--- src/rtl/cgra_run_ctrl.sv ---
// Run controller for the 3x3 torus PE array.
// Accepts a start with a compute-cycle count and holds the array busy for that many cycles.
// Host load words are staged onto the two load lanes while the array runs.
// After the run it drains the array pipeline, captures both store lanes,
// and pulses Done once the drain is complete.
//
// state | meaning
// ------+-------------------------------------------------------------
// IDLE  | waiting for Start; all array-facing outputs low
// RUN   | PE_Array_Busy high, Cycle_Cnt counts 0..N-1
// DRAIN | array stopped, store lanes still captured for DRAIN_CYCLES
// DONE  | one-cycle Done pulse, then back to IDLE
module cgra_run_ctrl #(
    parameter int DWIDTH       = 32,
    parameter int CWIDTH       = 16,
    parameter int DRAIN_CYCLES = 4
) (
    input  logic              Clk,
    input  logic              Reset,
    input  logic              Start,
    input  logic              Abort,
    input  logic [CWIDTH-1:0] Compute_Cycles,
    input  logic [DWIDTH-1:0] Load0_In,
    input  logic [DWIDTH-1:0] Load1_In,
    output logic [DWIDTH-1:0] Data0_Load,
    output logic [DWIDTH-1:0] Data1_Load,
    input  logic [DWIDTH-1:0] Data0_Store,
    input  logic [DWIDTH-1:0] Data1_Store,
    output logic              PE_Array_Busy,
    output logic [DWIDTH-1:0] Store0_Out,
    output logic [DWIDTH-1:0] Store1_Out,
    output logic              Store_Valid,
    output logic [CWIDTH-1:0] Cycle_Cnt,
    output logic              Done,
    output logic              Ctrl_Busy
);

    typedef enum logic [1:0] {
        IDLE  = 2'd0,
        RUN   = 2'd1,
        DRAIN = 2'd2,
        DONE  = 2'd3
    } state_t;

    // Drain timer is a down-counter loaded with DRAIN_CYCLES-1; terminal count is zero.
    localparam int DRW = (DRAIN_CYCLES > 2) ? $clog2(DRAIN_CYCLES) : 1;
    localparam int DRAIN_LOAD_I = (DRAIN_CYCLES > 0) ? DRAIN_CYCLES - 1 : 0;
    localparam logic [DRW-1:0] DRAIN_LOAD = DRW'(DRAIN_LOAD_I);

    state_t            state;
    state_t            state_nx;
    logic [CWIDTH-1:0] n_q;
    logic [DRW-1:0]    drain_cnt;
    logic              last_run;

    assign last_run = (Cycle_Cnt == (n_q - CWIDTH'(1)));

    // Next-state decision; Abort beats everything except Reset.
    always_comb begin
        state_nx = state;
        case (state)
            IDLE: begin
                if (Start && !Abort) begin
                    state_nx = (Compute_Cycles != '0) ? RUN : DONE;
                end
            end
            RUN: begin
                if (Abort) begin
                    state_nx = IDLE;
                end else if (last_run) begin
                    state_nx = (DRAIN_CYCLES == 0) ? DONE : DRAIN;
                end
            end
            DRAIN: begin
                if (Abort) begin
                    state_nx = IDLE;
                end else if (drain_cnt == '0) begin
                    state_nx = DONE;
                end
            end
            default: state_nx = IDLE;
        endcase
    end

    // State register, control outputs registered from the next state, run and drain counters.
    always_ff @(posedge Clk) begin
        if (Reset) begin
            state         <= IDLE;
            PE_Array_Busy <= 1'b0;
            Done          <= 1'b0;
            Ctrl_Busy     <= 1'b0;
            n_q           <= '0;
            Cycle_Cnt     <= '0;
            drain_cnt     <= '0;
        end else begin
            state         <= state_nx;
            PE_Array_Busy <= (state_nx == RUN);
            Done          <= (state_nx == DONE);
            Ctrl_Busy     <= (state_nx != IDLE);
            if (state == IDLE && state_nx != IDLE) begin
                n_q       <= Compute_Cycles;
                Cycle_Cnt <= '0;
            end else if (state == RUN) begin
                Cycle_Cnt <= Cycle_Cnt + CWIDTH'(1);
            end
            if (state_nx == DRAIN && state != DRAIN) begin
                drain_cnt <= DRAIN_LOAD;
            end else if (state == DRAIN) begin
                drain_cnt <= drain_cnt - DRW'(1);
            end
        end
    end

    // Load lanes follow the host words while the array runs, zero otherwise.
    always_ff @(posedge Clk) begin
        if (Reset || state_nx != RUN) begin
            Data0_Load <= '0;
            Data1_Load <= '0;
        end else begin
            Data0_Load <= Load0_In;
            Data1_Load <= Load1_In;
        end
    end

    // Store lanes are captured one cycle behind every RUN/DRAIN cycle; data holds otherwise.
    always_ff @(posedge Clk) begin
        if (Reset) begin
            Store_Valid <= 1'b0;
            Store0_Out  <= '0;
            Store1_Out  <= '0;
        end else if ((state == RUN || state == DRAIN) && !Abort) begin
            Store_Valid <= 1'b1;
            Store0_Out  <= Data0_Store;
            Store1_Out  <= Data1_Store;
        end else begin
            Store_Valid <= 1'b0;
        end
    end

endmodule

--- config.mk ---
export PLATFORM = sky130hd
export DESIGN_NAME = cgra_run_ctrl
export DESIGN_NICKNAME = d
export VERILOG_FILES = /design/src/rtl/cgra_run_ctrl.sv
export SDC_FILE = /design/constraint.sdc
export NUM_CORES = 1
export LEC_CHECK = 0
export BUFFER_PORTS_ARGS = -buffer_cell sky130_fd_sc_hd__buf_4
export CAP_MARGIN = 30
export CORE_ASPECT_RATIO = 0.8
export CORE_UTILIZATION = 40
export DETAILED_ROUTE_END_ITERATION = 12
export MAX_ROUTING_LAYER = met4
export PLACE_DENSITY = 0.8
export SETUP_SLACK_MARGIN = 0.02
export SLEW_MARGIN = 5
export SYNTH_ARGS = -nofsm -noshare
export SYNTH_HDL_FRONTEND = slang
export SYNTH_SLANG_ARGS = --single-unit
--- constraint.sdc ---
create_clock -name Clk -period 3.1 [get_ports Clk]
set_clock_uncertainty 0.05 [all_clocks]
set_input_delay 0.465 -clock Clk [delete_from_list [all_inputs] [get_ports Clk]]
set_output_delay 0.465 -clock Clk [all_outputs]
set_load 0.01 [all_outputs]
==> reports/qor.txt, run 1 <==
Fillers: 1351
IO Count: 296
CTS tree: yes
core area: 0.0158 mm^2
Critical Path Source Type: register
largest fanout on the critical path: 32
Commonest cells post-synth: dfxtp_1 (168), nand2_1 (136), a21oi_1 (70)
initial antenna violation count: 0
met1 usage: 24.4%
R2R Path End: Data1_Load[28]$_SDFF_PP0_
max_cap viols: 0
CP endpoint kind: register
total CTS buffers: 17
Synth Flop Type: dfxtp_1
Starting Density: 41.0%
Slew @ Worst Pin: 0.662 ns
FF+latch area: 0.00336 mm^2
P&R area growth vs syn: 48.9%
final cell count without fillers: 1228
Worst Hold Path EP: Data0_Load[9]$_SDFF_PP0_
Buffers on Ports: 295
Placed Area: 0.00890 mm^2
# setup viols final: 0
via count: 5895
# clock sinks: 168
hold_sp: Load0_In[9]
vias in the first global route: 5348
grt met2 use: 35.5%
HP Class: input port to register
Hold Fails Final Rpt: 0
hold depth: 2
crit path launch: n_q[0]$_SDFFE_PP0P_
RSZ-0062 raised after global routing: false
met3 usage: 6.57%
area share of the largest cell type after synthesis: 52.0%
final core occ: 61.0%
Async SR Flop Fraction: 0%
WP data required: 3.37 ns
DRT iter0 DRCs: 284
Max Root-Sink Buffers: 2
ranking of synthesized cells by area: dfxtp_1 (52%), nand2_1 (7.9%), and2_1 (6.4%), a21oi_1 (5.4%), nand2b_1 (3.5%)
most frequent cell after synthesis: dfxtp_1
Syn Nets: 860
Most Used Layer, Global Route: met2
Max transition margin: 55.9%
clock root buffer: clkbuf_16
Post-Route WL: 18300 um
largest net degree at the start of global routing: 73
die area: 0.0167 mm^2
Final Power: 0.00523 W
outcome: finished, final reports clean
H-tree depth: 4
total grt overflow: 0
total track usage: 21.3%
ANT nets after route: 0
Crit Path Class: register to register
post-synthesis cell area: 0.00647 mm^2
Peak supply drop: 0.000413 V
crit path DAT: 3.21 ns
Synth Register Bits: 168
DP Wirelength: 13200 um
R2R cell count: 10
Synthesis Warnings: 0
Period minus WS final: 2.94 ns
die width: 144 um
power density over the cells: 542 mW/mm^2
FP Rows: 41
chip height: 116 um
final instance area: 0.00964 mm^2
vias per inst: 4.80
Peak Freq: 340 MHz
total negative setup slack: 0 ns
first-pass GRT wire length: 26300 um
FF-to-FF setup slack: 0.16 ns
Worst-path clk slew: 0.08 ns
Cell Count Post-Placement: 1189
post-synth top area cell: dfxtp_1
GPL Wtd Cong: 0.903
Post-synth EDFFs: 0
antenna fix cells: 0
Hold-fix buffers, CTS: 0
Final period util: 95.0%
fin nets: 1155
first-pass detailed-route iteration total: 5
Leakage: 4.23 nW
syn avg cell area: 9.18 um^2
sequential-to-total area share from yosys stat: 52.0%
Final Slew Violations: 0
synth unique cells: 57
DRC violations left: 0
share of layout cells above drive strength 1: 36.6%
Multi-input gate area: 0.00289 mm^2
Synth Instances: 705
R2R Path Start: n_q[0]$_SDFFE_PP0P_
Avg WL per Cell: 14.9 um
clk_lat worst skew: 0.42 ns
## cell families (layout without fill, tap and decap cells)
| family | after synthesis | in the layout | synth area share (%) |
|---|---|---|---|
| compound gates | 103 | 103 | 9.55 |
| xor+xnor | 34 | 34 | 4.60 |
| fa+ha+maj | 7 | 7 | 1.35 |
| buf+inv | 53 | 361 | 4.16 |
| flops | 168 | 168 | 52.0 |
| mux | 18 | 18 | 2.78 |
| simple gates | 322 | 322 | 25.6 |
## per-layer routing
| layer | wire length, um | part of all wire, % | vias to the layer above |
|---|---|---|---|
| li1 | - | - | 2942 |
| met1 | 7770 | 43 | 2708 |
| met2 | 8860 | 48 | 227 |
| met3 | 1420 | 7.8 | 18 |
| met4 | 227 | 1.2 | 0 |
| met5 | 0 | 0 | - |
## critical path, cell delays in order, from the launching register on
cell and delay [ns]:
dfxtp_1 0.34, or4_1 0.61, or4_4 0.55, a21oi_2 0.16
o32ai_2 0.10, nor4_4 0.28, buf_4 0.17, a211oi_4 0.04
buf_4 0.16, clkbuf_16 0.19, and2_1 0.17
## state kept, by name (all words and copies together), names as in the netlist
signal / cells
Data0_Load: 32
Data1_Load: 32
Store0_Out: 32
Store1_Out: 32
Cycle_Cnt: 16
n_q: 16
drain_cnt: 2
state: 2
Ctrl_Busy: 1
Done: 1
PE_Array_Busy: 1
Store_Valid: 1
## stage by stage
step / setup slack (ns) / hold slack [ns]
after detailed placement: 0.0685 / 0.397
after global placement: 0.174 / 0.392
after CTS: 0.0470 / 0.172
after floorplan: 0.227 / 0.407
final: 0.156 / 0.183
after global routing: 0.0154 / 0.166
## cell usage in the layout, fill, tap and decap left out, types with 3 or more instances in the layout
master and n:
clkinv_4 3, nand2b_1 35, buf_12 3, ha_1 7, nor4_1 4, clkbuf_16 19
clkinv_8 3, inv_8 3, inv_6 4, nand3_1 6, nand4_1 7, and2_1 66
buf_4 316, inv_1 8, nor3_1 27, xnor2_1 16, nor2_1 8, and3_1 7
nand2_1 136, mux2i_1 18, dfxtp_1 168, or4_1 3, or2_2 3, a21oi_1 70
or3_1 3, o21ai_0 8, nor2b_1 3, xor2_1 18
## worst max-delay path by stage
stage | depth (start not counted) | to | slack, ns
2_1_floorplan | 12 | n_q[10]$_SDFFE_PP0P_ | 0.23
3_3_place_gp | 9 | n_q[11]$_SDFFE_PP0P_ | 0.17
3_5_place_dp | 10 | n_q[3]$_SDFFE_PP0P_ | 0.07
4_1_cts | 10 | n_q[3]$_SDFFE_PP0P_ | 0.05
5_1_grt | 12 | Data1_Load[25]$_SDFF_PP0_ | 0.02
6_report | 10 | Data1_Load[28]$_SDFF_PP0_ | 0.16
## layout make-up
| type | instances | share of cell area, % |
|---|---|---|
| flip-flops and latches | 168 | 34.9 |
| repair buffers | 321 | 25.8 |
| multi-input cells | 484 | 30.0 |
| well taps | 215 | 2.79 |
| clock buffers | 17 | 4.41 |
| inverters | 8 | 0.312 |
| clock inverters | 15 | 1.86 |
## repair_timing
item,in CTS,in global routing
buffers inserted,0,5
setup endpoints to repair,0,96
resized for setup,0,7
## power breakdown
| group | switching (W) | internal, W |
|---|---|---|
| Sequential | 0.0000487 | 0.00225 |
| Combinational | 0.000366 | 0.000423 |
| Clock | 0.000982 | 0.00116 |
Power figures use the tool's default switching activity.
==> run 2, diff against run 1 <==
--- a/config.mk
+++ b/config.mk
@@ -12,6 +12,7 @@
 export DETAILED_ROUTE_END_ITERATION = 12
 export MAX_ROUTING_LAYER = met4
 export PLACE_DENSITY = 0.8
+export RECOVER_POWER = 25
 export SETUP_SLACK_MARGIN = 0.02
 export SLEW_MARGIN = 5
 export SYNTH_ARGS = -nofsm -noshare
==> run 2 against run 1 <==
Global-route usage did not move; sequential share of layout area increased by 1.1 points; largest cell class unchanged; final area fell by 3.1%.
==> reports/qor.txt, run 2 (synthesis results as in run 1) <==
Crit Path Class: register to register
via count: 5885
HP Class: input port to register
vias in the first global route: 5348
Critical Path Source Type: register
Peak supply drop: 0.000414 V
Hold-fix buffers, CTS: 0
Placed Area: 0.00890 mm^2
Max Root-Sink Buffers: 2
WHS: 0.190 ns
clock root buffer: clkbuf_16
antenna fix cells: 0
# clock sinks: 168
fin nets: 1155
total track usage: 21.3%
R2R cell count: 10
Max transition margin: 55.7%
Worst-path clk slew: 0.08 ns
crit path DAT: 3.23 ns
final instance area: 0.00934 mm^2
RSZ-0062 raised after global routing: false
Final Power: 0.00518 W
Period minus WS final: 2.94 ns
largest net degree at the start of global routing: 73
die width: 144 um
IO Count: 296
H-tree depth: 4
share of layout cells above drive strength 1: 28.8%
# setup viols final: 0
hold depth: 2
most frequent cells in the layout: buf_4 (237), dfxtp_1 (168), nand2_1 (136)
largest fanout on the critical path: 16
Peak Freq: 340 MHz
Starting Density: 41.0%
power density over the cells: 554 mW/mm^2
DRT iter0 DRCs: 282
die area: 0.0167 mm^2
GPL Wtd Cong: 0.903
Hold Fails Final Rpt: 0
CTS tree: yes
Final period util: 94.9%
DRC violations left: 0
Post-Route WL: 18200 um
Slew @ Worst Pin: 0.664 ns
WP data required: 3.39 ns
total negative setup slack: 0 ns
CP endpoint kind: register
ANT nets after route: 0
DP Wirelength: 13200 um
total CTS buffers: 17
total grt overflow: 0
final setup margin: 0.158 ns
first-pass detailed-route iteration total: 4
core area: 0.0158 mm^2
Leakage: 3.90 nW
most common cell after layout, fill and taps aside: buf_4
Final Slew Violations: 0
FP Rows: 41
P&R area growth vs syn: 44.3%
clk_lat worst skew: 0.42 ns
first-pass GRT wire length: 26300 um
Place WS: 0.0685 ns
initial antenna violation count: 0
max_cap viols: 0
chip height: 116 um
outcome: finished, final reports clean
vias per inst: 4.79
Buffers on Ports: 295
Avg WL per Cell: 14.8 um
==> run 2: what timing repair did <==
item	4_1_cts	5_1_grt
setup buffers	0	5
gates resized for setup	0	7
endpoints found under the setup margin	0	96
==> run 2: final timing paths <==
path / from / end / slack, ns
setup / recovery: n_q[10]$_SDFFE_PP0P_ / Cycle_Cnt[10]$_SDFFE_PP0P_ / 0.16
hold / removal: Load1_In[10] / Data1_Load[10]$_SDFF_PP0_ / 0.19
setup reg to reg: n_q[10]$_SDFFE_PP0P_ / Cycle_Cnt[10]$_SDFFE_PP0P_ / 0.16
hold reg to reg: Store0_Out[29]$_SDFFE_PP0P_ / Store0_Out[29]$_SDFFE_PP0P_ / 0.40
==> run 2: layout make-up <==
type	instances	area, um^2
timing repair buffer	321	2190
inverter	8	30.0
sequential	168	3360
fill	1434	6460
clock inverter	15	179
multi-input combinational	484	2890
clock buffer	17	425
tap	215	269
==> run 2: critical path, stage by stage (launching register included) <==
cell,delay (ns)
dfxtp_1,0.31
or4_1,0.59
or3_1,0.37
o31a_1,0.26
o32ai_2,0.34
nor4_4,0.09
buf_4,0.15
o21a_2,0.23
buf_12,0.13
clkbuf_16,0.16
nor3_1,0.18
==> run 2: routing by layer <==
| layer | vias up | part of all wire, % | global-route usage, % |
|---|---|---|---|
| met5 | - | 0 | - |
| met4 | 0 | 0.67 | 6.81 |
| met3 | 12 | 8.1 | 6.57 |
| met2 | 228 | 49 | 35.5 |
| met1 | 2702 | 42 | 24.4 |
| li1 | 2943 | - | - |
==> run 2: power by group <==
part	leakage, nW	switching [W]	internal [W]
clock network	0.297	0.000972	0.00116
registers	1.37	0.0000471	0.00225
logic	2.24	0.000366	0.000385
total	3.90	0.00139	0.00379
==> run 2: metrics by stage <==
step	utilization [%]	std cells
2_1_floorplan	-	705
3_3_place_gp	56.4	1189
3_5_place_dp	56.4	1189
4_1_cts	60.2	1221
5_1_grt	59.1	1228
6_report	59.1	1228
==> run 3, diff against run 2 <==
--- a/config.mk
+++ b/config.mk
@@ -7,11 +7,14 @@
 export LEC_CHECK = 0
 export BUFFER_PORTS_ARGS = -buffer_cell sky130_fd_sc_hd__buf_4
 export CAP_MARGIN = 30
+export CELL_PAD_IN_SITES_DETAIL_PLACEMENT = 1
+export CELL_PAD_IN_SITES_GLOBAL_PLACEMENT = 1
 export CORE_ASPECT_RATIO = 0.8
-export CORE_UTILIZATION = 40
+export CORE_UTILIZATION = 34
+export CTS_CLUSTER_SIZE = 30
 export DETAILED_ROUTE_END_ITERATION = 12
 export MAX_ROUTING_LAYER = met4
-export PLACE_DENSITY = 0.8
+export PLACE_DENSITY = 0.9
 export RECOVER_POWER = 25
 export SETUP_SLACK_MARGIN = 0.02
 export SLEW_MARGIN = 5
==> run 3 against run 2 <==
Via count up 3.0%; flip-flop and latch count unchanged; worst hold slack worse by 0.0052 ns; sequential power about the same; critical path depth unchanged; non-clock buffer count down 1; critical endpoint is now Data1_Load[12]$_SDFF_PP0_; largest power group unchanged.
==> reports/qor.txt, run 3 (synthesis results as in run 1) <==
die width: 156 um
total CTS buffers: 17
most common cell after layout, fill and taps aside: buf_4
ANT nets after route: 0
RSZ-0062 raised after global routing: false
Max transition margin: 53.4%
Peak supply drop: 0.000308 V
DRT iter0 DRCs: 280
Max Root-Sink Buffers: 2
Slew @ Worst Pin: 0.699 ns
Buffers on Ports: 295
Avg WL per Cell: 17.0 um
initial antenna violation count: 1
power density over the cells: 553 mW/mm^2
total negative setup slack: 0 ns
chip height: 125 um
FP Rows: 44
DRC violations left: 0
max incr delay on CP: 0.62 ns
CP endpoint kind: register
Crit path max-delay family: simple AND/OR/NAND/NOR gates
first-pass GRT wire length: 32300 um
CP most frequent cell: buf_12
die area: 0.0196 mm^2
HP Class: input port to register
critical path cell sequence: or4_1, or3_1, a2111oi_1, o32ai_2, nor4_4, buf_12, a211oi_4, buf_4, buf_12, and2_1
CTS tree: yes
R2R Path Start: n_q[10]$_SDFFE_PP0P_
Worst-path clk slew: 0.08 ns
P&R area growth vs syn: 44.9%
# clock sinks: 168
Period minus WS final: 2.99 ns
clk_lat worst skew: 0.42 ns
core area: 0.0184 mm^2
Critical Path Source Type: register
hold_sp: Load0_In[3]
Final period util: 96.3%
WP data required: 3.37 ns
max_cap viols: 0
vias per inst: 4.79
first-pass detailed-route iteration total: 4
GPL Wtd Cong: 0.949
clock root buffer: clkbuf_16
# setup viols final: 0
DP Wirelength: 15600 um
Peak Freq: 335 MHz
Slowest cell on crit path: or4_1
total grt overflow: 0
Cell Count Post-Placement: 1229
Post-Route WL: 21600 um
most frequent cells in the layout: buf_4 (236), dfxtp_1 (168), nand2_1 (136)
total track usage: 22.1%
critical path buffer and inverter count: 3
final cell count without fillers: 1266
share of layout cells above drive strength 1: 28.6%
outcome: finished, final reports clean
Crit Path Class: register to register
Hold Fails Final Rpt: 0
fin nets: 1154
Starting Density: 35.2%
crit path DAT: 3.25 ns
WHS: 0.185 ns
largest fanout on the critical path: 33
crit path launch: n_q[10]$_SDFFE_PP0P_
IO Count: 296
vias in the first global route: 6163
via count: 6061
Final Slew Violations: 0
H-tree depth: 4
largest net degree at the start of global routing: 66
Hold-fix buffers, CTS: 0
Leakage: 3.88 nW
==> run 3: cell type report <==
| cell class | instances | area (um^2) |
|---|---|---|
| fillers | 2234 | 9010 |
| flip-flops and latches | 168 | 3360 |
| multi-input cells | 484 | 2900 |
| repair buffers | 320 | 2160 |
| clock buffers | 18 | 439 |
| well taps | 253 | 317 |
| clock inverters | 14 | 160 |
| inverters | 8 | 30.0 |
| diodes | 1 | 2.50 |
==> run 3: timing repair <==
| item | CTS | global route |
|---|---|---|
| endpoints found under the setup margin | 81 | 93 |
| pin swaps | 0 | 3 |
| cloned | 0 | 2 |
| buffers inserted | 0 | 2 |
| gates resized for setup | 1 | 6 |
==> run 3: final timing paths <==
path / end / slack (ns) / depth (start not counted)
max: Data1_Load[12]$_SDFF_PP0_ / 0.11 / 10
min: Data0_Load[3]$_SDFF_PP0_ / 0.19 / 2
max reg2reg: Data1_Load[12]$_SDFF_PP0_ / 0.11 / 10
min reg2reg: Store0_Out[4]$_SDFFE_PP0P_ / 0.40 / 2
==> run 3: worst reg2reg max path: stages (launching register included) <==
cell	delay (ns)
dfxtp_1	0.31
or4_1	0.62
or3_1	0.38
a2111oi_1	0.36
o32ai_2	0.15
nor4_4	0.30
buf_12	0.17
a211oi_4	0.06
buf_4	0.14
buf_12	0.15
and2_1	0.19
==> run 3: report_power, final <==
group,internal (W),total (W),switching (W)
sequential,0.00225,0.00230,0.0000471
combinational,0.000384,0.000778,0.000394
clock,0.00110,0.00211,0.00101
==> run 3: metrics by stage <==
step	power [W]	util (%)	worst slack [ns]	cell area, um^2
detailed placement	0.00312	48.8	-0.0319	8980
CTS	0.00524	52.1	0.0327	9580
floorplan	0.00274	-	0.227	6470
global placement	0.00309	48.8	0.189	8980
finish	0.00519	51.0	0.114	9380
global route	0.00541	51.0	0.0187	9380
==> run 3: metal layers <==
layer | GRT usage [%] | share of wire, % | up-vias
li1 | - | - | 2930
met1 | 24.6 | 41 | 2897
met2 | 37.2 | 50 | 205
met3 | 7.28 | 7.3 | 29
met4 | 7.27 | 1.6 | 0
met5 | - | 0 | -
